[src/rtl/mips_isa_pkg.sv]
// Shared MIPS ISA constants for the instruction encoder/loader and the decoder:
// operation select codes, primary opcodes, R-type function codes and word builders.
package mips_isa_pkg;

  // Symbolic operation selects presented on the request interface (13-15 are illegal)
  typedef enum logic [3:0] {
    OPSEL_NOP  = 4'd0,
    OPSEL_ADD  = 4'd1,
    OPSEL_SUB  = 4'd2,
    OPSEL_AND  = 4'd3,
    OPSEL_OR   = 4'd4,
    OPSEL_SLT  = 4'd5,
    OPSEL_ADDI = 4'd6,
    OPSEL_ANDI = 4'd7,
    OPSEL_ORI  = 4'd8,
    OPSEL_SLTI = 4'd9,
    OPSEL_J    = 4'd10,
    OPSEL_LW   = 4'd11,
    OPSEL_SW   = 4'd12
  } op_sel_e;

  // Primary opcodes (instruction bits 31:26)
  localparam logic [5:0] OPC_R    = 6'h00;
  localparam logic [5:0] OPC_J    = 6'h02;
  localparam logic [5:0] OPC_ADDI = 6'h08;
  localparam logic [5:0] OPC_SLTI = 6'h0A;
  localparam logic [5:0] OPC_ANDI = 6'h0C;
  localparam logic [5:0] OPC_ORI  = 6'h0D;
  localparam logic [5:0] OPC_LW   = 6'h23;
  localparam logic [5:0] OPC_SW   = 6'h2B;

  // R-type function codes (instruction bits 5:0)
  localparam logic [5:0] FN_ADD = 6'h20;
  localparam logic [5:0] FN_SUB = 6'h22;
  localparam logic [5:0] FN_AND = 6'h24;
  localparam logic [5:0] FN_OR  = 6'h25;
  localparam logic [5:0] FN_SLT = 6'h2A;

  // R-type word: shamt is always zero for the supported operations
  function automatic logic [31:0] r_word(input logic [4:0] rs, input logic [4:0] rt,
                                         input logic [4:0] rd, input logic [5:0] funct);
    return {OPC_R, rs, rt, rd, 5'd0, funct};
  endfunction

  // I-type word: the immediate is placed raw, extension is the decoder's job
  function automatic logic [31:0] i_word(input logic [5:0] opc, input logic [4:0] rs,
                                         input logic [4:0] rt, input logic [15:0] imm);
    return {opc, rs, rt, imm};
  endfunction

endpackage

[src/rtl/instr_word_encode.sv]
// Combinational instruction encoder: operation select plus register/immediate/target
// fields in, 32-bit MIPS word out, with flags for illegal selects and jumps.
module instr_word_encode
  import mips_isa_pkg::*;
(
  input  logic [3:0]  op_i,
  input  logic [4:0]  rs_i,
  input  logic [4:0]  rt_i,
  input  logic [4:0]  rd_i,
  input  logic [15:0] imm_i,
  input  logic [25:0] target_i,
  output logic [31:0] word_o,
  output logic        illegal_o,
  output logic        is_jump_o
);

  // Map each operation select to its encoded word; unknown selects flag illegal
  always_comb begin
    word_o    = 32'h0000_0000;
    illegal_o = 1'b0;
    is_jump_o = 1'b0;
    case (op_i)
      OPSEL_NOP:  word_o = 32'h0000_0000;
      OPSEL_ADD:  word_o = r_word(rs_i, rt_i, rd_i, FN_ADD);
      OPSEL_SUB:  word_o = r_word(rs_i, rt_i, rd_i, FN_SUB);
      OPSEL_AND:  word_o = r_word(rs_i, rt_i, rd_i, FN_AND);
      OPSEL_OR:   word_o = r_word(rs_i, rt_i, rd_i, FN_OR);
      OPSEL_SLT:  word_o = r_word(rs_i, rt_i, rd_i, FN_SLT);
      OPSEL_ADDI: word_o = i_word(OPC_ADDI, rs_i, rt_i, imm_i);
      OPSEL_ANDI: word_o = i_word(OPC_ANDI, rs_i, rt_i, imm_i);
      OPSEL_ORI:  word_o = i_word(OPC_ORI, rs_i, rt_i, imm_i);
      OPSEL_SLTI: word_o = i_word(OPC_SLTI, rs_i, rt_i, imm_i);
      OPSEL_LW:   word_o = i_word(OPC_LW, rs_i, rt_i, imm_i);
      OPSEL_SW:   word_o = i_word(OPC_SW, rs_i, rt_i, imm_i);
      OPSEL_J: begin
        word_o    = {OPC_J, target_i};
        is_jump_o = 1'b1;
      end
      default:    illegal_o = 1'b1;
    endcase
  end

endmodule

[src/rtl/instr_encoder_loader.sv]
// Instruction encoder/loader: accepts symbolic instruction requests, encodes them and
// streams the words into instruction memory, optionally padding each jump with a nop.
module instr_encoder_loader
  import mips_isa_pkg::*;
#(
  parameter int AW       = 8,
  parameter int DEPTH    = 256,
  parameter bit PAD_JUMP = 1'b1
) (
  input  logic          Clk,
  input  logic          Reset,
  input  logic          Restart,
  input  logic          InValid,
  output logic          InReady,
  input  logic [3:0]    InOp,
  input  logic [4:0]    InRs,
  input  logic [4:0]    InRt,
  input  logic [4:0]    InRd,
  input  logic [15:0]   InImm,
  input  logic [25:0]   InTarget,
  output logic          MemWE,
  output logic [AW-1:0] MemAddr,
  output logic [31:0]   MemData,
  output logic          Full,
  output logic          Err,
  output logic [AW:0]   WordCount
);

  typedef enum logic [2:0] {
    ST_IDLE  = 3'd0,
    ST_WRITE = 3'd1,
    ST_PAD   = 3'd2,
    ST_ERR   = 3'd3,
    ST_FULL  = 3'd4
  } state_e;

  localparam logic [AW-1:0] LAST_ADDR = AW'(DEPTH - 1);
  localparam logic [AW-1:0] ADDR_ONE  = AW'(1);
  localparam logic [AW:0]   CNT_MAX   = (AW + 1)'(DEPTH);
  localparam logic [AW:0]   CNT_ONE   = (AW + 1)'(1);

  state_e        state_q, state_d;
  logic [AW-1:0] addr_q, addr_d;
  logic [31:0]   data_q, data_d;
  logic          we_q, we_d;
  logic          err_q, err_d;
  logic          full_q, full_d;
  logic          jump_q, jump_d;
  logic [AW:0]   count_q, count_d;

  logic [31:0]   enc_word_s;
  logic          enc_illegal_s;
  logic          enc_jump_s;
  logic          ready_s;
  logic          accept_s;
  logic          at_last_s;
  logic          pad_due_s;

  instr_word_encode u_encode (
    .op_i      (InOp),
    .rs_i      (InRs),
    .rt_i      (InRt),
    .rd_i      (InRd),
    .imm_i     (InImm),
    .target_i  (InTarget),
    .word_o    (enc_word_s),
    .illegal_o (enc_illegal_s),
    .is_jump_o (enc_jump_s)
  );

  // The word being written sits in the last slot; a jump being written needs a pad
  assign at_last_s = (addr_q == LAST_ADDR);
  assign pad_due_s = jump_q && PAD_JUMP;
  assign accept_s  = InValid && ready_s;
  assign InReady   = ready_s;

  // Ready: always in IDLE, in WRITE only when the next slot is free for a new word
  always_comb begin
    ready_s = 1'b0;
    case (state_q)
      ST_IDLE:  ready_s = 1'b1;
      ST_WRITE: ready_s = !at_last_s && !pad_due_s;
      default:  ready_s = 1'b0;
    endcase
    ready_s = ready_s && !Restart;
  end

  // Next-state logic; Restart cancels any pending pad and returns to IDLE
  always_comb begin
    state_d = state_q;
    if (Restart) begin
      state_d = ST_IDLE;
    end else begin
      case (state_q)
        ST_IDLE: begin
          if (accept_s) begin
            state_d = enc_illegal_s ? ST_ERR : ST_WRITE;
          end else begin
            state_d = ST_IDLE;
          end
        end
        ST_WRITE: begin
          if (at_last_s) begin
            state_d = ST_FULL;
          end else if (pad_due_s) begin
            state_d = ST_PAD;
          end else if (accept_s) begin
            state_d = enc_illegal_s ? ST_ERR : ST_WRITE;
          end else begin
            state_d = ST_IDLE;
          end
        end
        ST_PAD:  state_d = at_last_s ? ST_FULL : ST_IDLE;
        ST_ERR:  state_d = ST_IDLE;
        ST_FULL: state_d = ST_FULL;
        default: state_d = ST_IDLE;
      endcase
    end
  end

  // Next values of the registered outputs, derived from the state being entered
  always_comb begin
    we_d   = (state_d == ST_WRITE) || (state_d == ST_PAD);
    data_d = (state_d == ST_WRITE) ? enc_word_s : 32'h0000_0000;
    err_d  = (state_d == ST_ERR);
    full_d = (state_d == ST_FULL);
    jump_d = (state_d == ST_WRITE) && enc_jump_s;
    addr_d = addr_q;
    count_d = count_q;
    if (Restart) begin
      addr_d  = {AW{1'b0}};
      count_d = {(AW + 1){1'b0}};
    end else begin
      // Advance past a completed write, holding at the last slot (no wrap)
      if (we_q && !at_last_s) begin
        addr_d = addr_q + ADDR_ONE;
      end else begin
        addr_d = addr_q;
      end
      if (we_d && (count_q != CNT_MAX)) begin
        count_d = count_q + CNT_ONE;
      end else begin
        count_d = count_q;
      end
    end
  end

  // State and output registers with synchronous reset
  always_ff @(posedge Clk) begin
    if (Reset) begin
      state_q <= ST_IDLE;
      addr_q  <= {AW{1'b0}};
      data_q  <= 32'h0000_0000;
      we_q    <= 1'b0;
      err_q   <= 1'b0;
      full_q  <= 1'b0;
      jump_q  <= 1'b0;
      count_q <= {(AW + 1){1'b0}};
    end else begin
      state_q <= state_d;
      addr_q  <= addr_d;
      data_q  <= data_d;
      we_q    <= we_d;
      err_q   <= err_d;
      full_q  <= full_d;
      jump_q  <= jump_d;
      count_q <= count_d;
    end
  end

  assign MemWE     = we_q;
  assign MemAddr   = addr_q;
  assign MemData   = data_q;
  assign Full      = full_q;
  assign Err       = err_q;
  assign WordCount = count_q;

endmodule

[config.mk]
export PLATFORM = sky130hd
export DESIGN_NAME = instr_encoder_loader
export DESIGN_NICKNAME = d
export VERILOG_FILES = /design/src/rtl/mips_isa_pkg.sv /design/src/rtl/instr_word_encode.sv /design/src/rtl/instr_encoder_loader.sv
export SDC_FILE = /design/constraint.sdc
export NUM_CORES = 1
export LEC_CHECK = 0
export ABC_AREA = 1
export BUFFER_PORTS_ARGS = -buffer_cell sky130_fd_sc_hd__clkbuf_2
export CAP_MARGIN = 40
export CORE_MARGIN = 5
export CORE_UTILIZATION = 45
export CTS_CLUSTER_DIAMETER = 100
export CTS_CLUSTER_SIZE = 14
export DETAILED_ROUTE_END_ITERATION = 6
export PLACE_DENSITY = 0.71
export SYNTH_ARGS = -nofsm -noshare
export SYNTH_HDL_FRONTEND = slang
export SYNTH_HIERARCHICAL = 1
export SYNTH_SLANG_ARGS = --single-unit
[constraint.sdc]
create_clock -name Clk -period 4.2 [get_ports Clk]
set_input_delay 0.42 -clock Clk [delete_from_list [all_inputs] [get_ports Clk]]
set_output_delay 0.42 -clock Clk [all_outputs]
set_load 0.005 [all_outputs]
==> out/results.tsv <==
metric	value	unit
final setup vio count	0	
area growth from synthesis to layout	15.0	%
Core ar.	8720	sq um
Final WS setup	2.15	ns
CTS sink count	56	
global placer's final weighted congestion	0.877	
Die ar.	10900	sq um
Crit Path Max Fanout	5	
RSZ-0062 raised after global routing	false	
initial antenna violation count	0	
CP Launch Point	MemAddr[0]	
CTS Root Cell	clkbuf_8	
most common flop cell mapped by yosys	dfxtp_1	
number of global-route vias before repair	3820	
initial core utilization	46.0	%
VDD IR-drop max	0.000125	V
worst path arrival time	1.63	ns
Crit path largest cell delay	0.37	ns
largest net degree at the start of global routing	37	
Synth Area per Inst	6.19	sq um
launching point of the worst reg2reg path	MemAddr[0]	
leakage	2.37	nW
slowest CP cell	dfxtp_1	
#FFs+latches synth	56	
share of the synthesized area in the top cell type	28.0	%
hold_buf cts	0	
hold slack	0.369	ns
required time worst endpoint	3.78	ns
Post-synth EDFFs	0	
Filler cells	918	
die width	104	um
CTS tree	built	
Placed Instances	838	
FMAX	489	MHz
dpl ws	1.95	ns
PortBufs	117	
DR vias/cell	5.07	
H-tree depth	2	
post-synth top area cell	dfxtp_1	
Worst-Margin Slew	0.835	ns
GRT Overall Usage	19.5	%
CTS clk-pin slew, worst paths	0.11	ns
fin crit share	48.7	%
Final min period	2.05	ns
Rows	34	
Crit path top cell by count	nand2_2	
Hold Fails Final Rpt	0	
layout cells sized above 1	23.4	%
WS Path Type	reg2out	
Non-Filler Instances	846	
Async S/R FF share, synth	0	%
syn nets	716	
Final TNS setup	0	ns
hold crit path type	in2reg	
DR iter-0 viols	231	
Vias	4288	
synth warn	6	
DR DRC count	0	
Setup crit start kind	register	
Final ANT Viol Nets	0	
dominant cells by area after synthesis	dfxtp_1, nand3_1, nand2_1, nor2_1, inv_1	
skew final	0.00799	ns
GR Overflow Total	0	
power density over cell area	236	nW/um^2
Worst-Skew Late Latency	0.31	ns
dpl hpwl	8.18	mm
max_slew headroom	44.2	%
worst hold start	Restart	
DRT Wirelength	11.1	mm
Critical Path Sink Type	output port	
post-synthesis sequential area ratio	28.0	%
drt first pass iters	5	
Synth cell types	38	
total CTS buffers	5	
Post-CTS Resized	0	
Die Y	104	um
Synth Cell Area	4010	sq um
max-slew violation count	0	
status	completed	
diode count	0	
wire per inst	13.1	um
Ports	118	
Max Cap Violations	0	
Final #Nets	805	
first-pass GRT wire length	18.1	mm
CP cell instances	ha_1 -> inv_1 -> nor2_2 -> nand2_2 -> nand2_2 -> a21boi_2 -> clkbuf_2	
Setup Buffers After CTS	0	
CTS max path bufs	2	
Mapped Cells	648	
==> report_power, final <==
part / internal, W / switching [W] / total (W)
clock network: 0.000120 / 0.000192 / 0.000313
logic: 0.0000779 / 0.000152 / 0.000230
registers: 0.000540 / 0.00000466 / 0.000545
==> layer usage <==
metal | up-vias | GRT usage (%) | part of all wire, %
met5 | - | 0 | 0
met4 | 0 | 7.12 | 2.4
met3 | 21 | 3.10 | 7.7
met2 | 148 | 32.4 | 48
met1 | 1872 | 25.3 | 41
li1 | 2247 | - | -
==> layout by cell type, fill, tap and decap left out, types with 2 or more instances in the layout <==
cell type	n
nor2_2	18
buf_4	5
nor2_4	3
nand2_4	4
xor2_1	8
nand2_2	6
a211oi_1	2
a21oi_1	14
ha_1	3
dfxtp_1	56
nand4_1	12
inv_2	3
inv_1	60
nand2_1	162
nor3_1	3
nand2_8	2
o21ai_0	12
o21ai_1	8
nand3_1	140
clkbuf_8	5
nor2_1	78
clkbuf_2	117
==> worst paths after layout <==
kind                            slack, ns     endpoint  cells after the start
worst max-delay path                 2.15      InReady                      7
worst min-delay path                 0.37         Full                      2
worst max register to register       2.25  MemData[16]                     11
worst min register to register       0.50   MemAddr[7]                      2
==> cells in the mapped netlist, types with 3 or more instances <==
library cell / count
ha_1: 3
inv_2: 3
buf_4: 4
nand3_1: 140
o21ai_0: 12
dfxtp_1: 56
buf_2: 14
inv_1: 60
nor2_1: 79
nor2_4: 3
xor2_1: 8
o21ai_1: 8
nor3_1: 3
nand2_4: 4
clkbuf_1: 12
nand4_1: 12
buf_6: 9
a21oi_1: 14
nor2_2: 17
nand2_1: 162
nand2_2: 6
==> layout make-up <==
class / count / area (sq um) / area share, %
clock buffers: 5 / 68.8 / 1.49
well taps: 108 / 135 / 2.93
clock inverters: 3 / 22.5 / 0.488
repair buffers: 122 / 623 / 13.5
inverters: 63 / 236 / 5.13
multi-input cells: 489 / 2400 / 52.1
flip-flops and latches: 56 / 1120 / 24.3
==> per-stage QoR <==
| step | util (%) | instance area (sq um) | total power, W |
|---|---|---|---|
| 6_report | 52.9 | 4610 | 0.00109 |
| 5_1_grt | 52.9 | 4610 | 0.00115 |
| 4_1_cts | 52.9 | 4610 | 0.00109 |
| 3_5_place_dp | 51.8 | 4520 | 0.000787 |
| 3_3_place_gp | 51.6 | 4500 | 0.000781 |
| 2_1_floorplan | - | 4010 | 0.000717 |
==> flip-flops by register name, indices dropped and copies added, names as in the netlist <==
| signal | cells |
|---|---|
| WordCount | 9 |
| jump_q | 1 |
| MemWE | 1 |
| MemData | 32 |
| Full | 1 |
| state_q | 3 |
| Err | 1 |
| MemAddr | 8 |
==> critical path, delay by kind of cell, from the launching register on <==
kind / cells / cell delay (ns)
and+or+nand+nor: 3 / 0.24
AOI/OAI and AO/OA: 1 / 0.24
buffers and inverters: 2 / 0.25
DFF: 1 / 0.37
adders and majority gates: 1 / 0.22
==> logic make-up after synthesis <==
| logic type | after synthesis | synth area share (%) |
|---|---|---|
| xor+xnor | 8 | 1.75 |
| other cells | 1 | 0.0935 |
| buf+inv | 103 | 12.1 |
| fa+ha+maj | 3 | 0.936 |
| simple gates | 436 | 51.5 |
| compound gates | 41 | 5.65 |
| flops | 56 | 28.0 |
(Power assumes the default switching activity.)
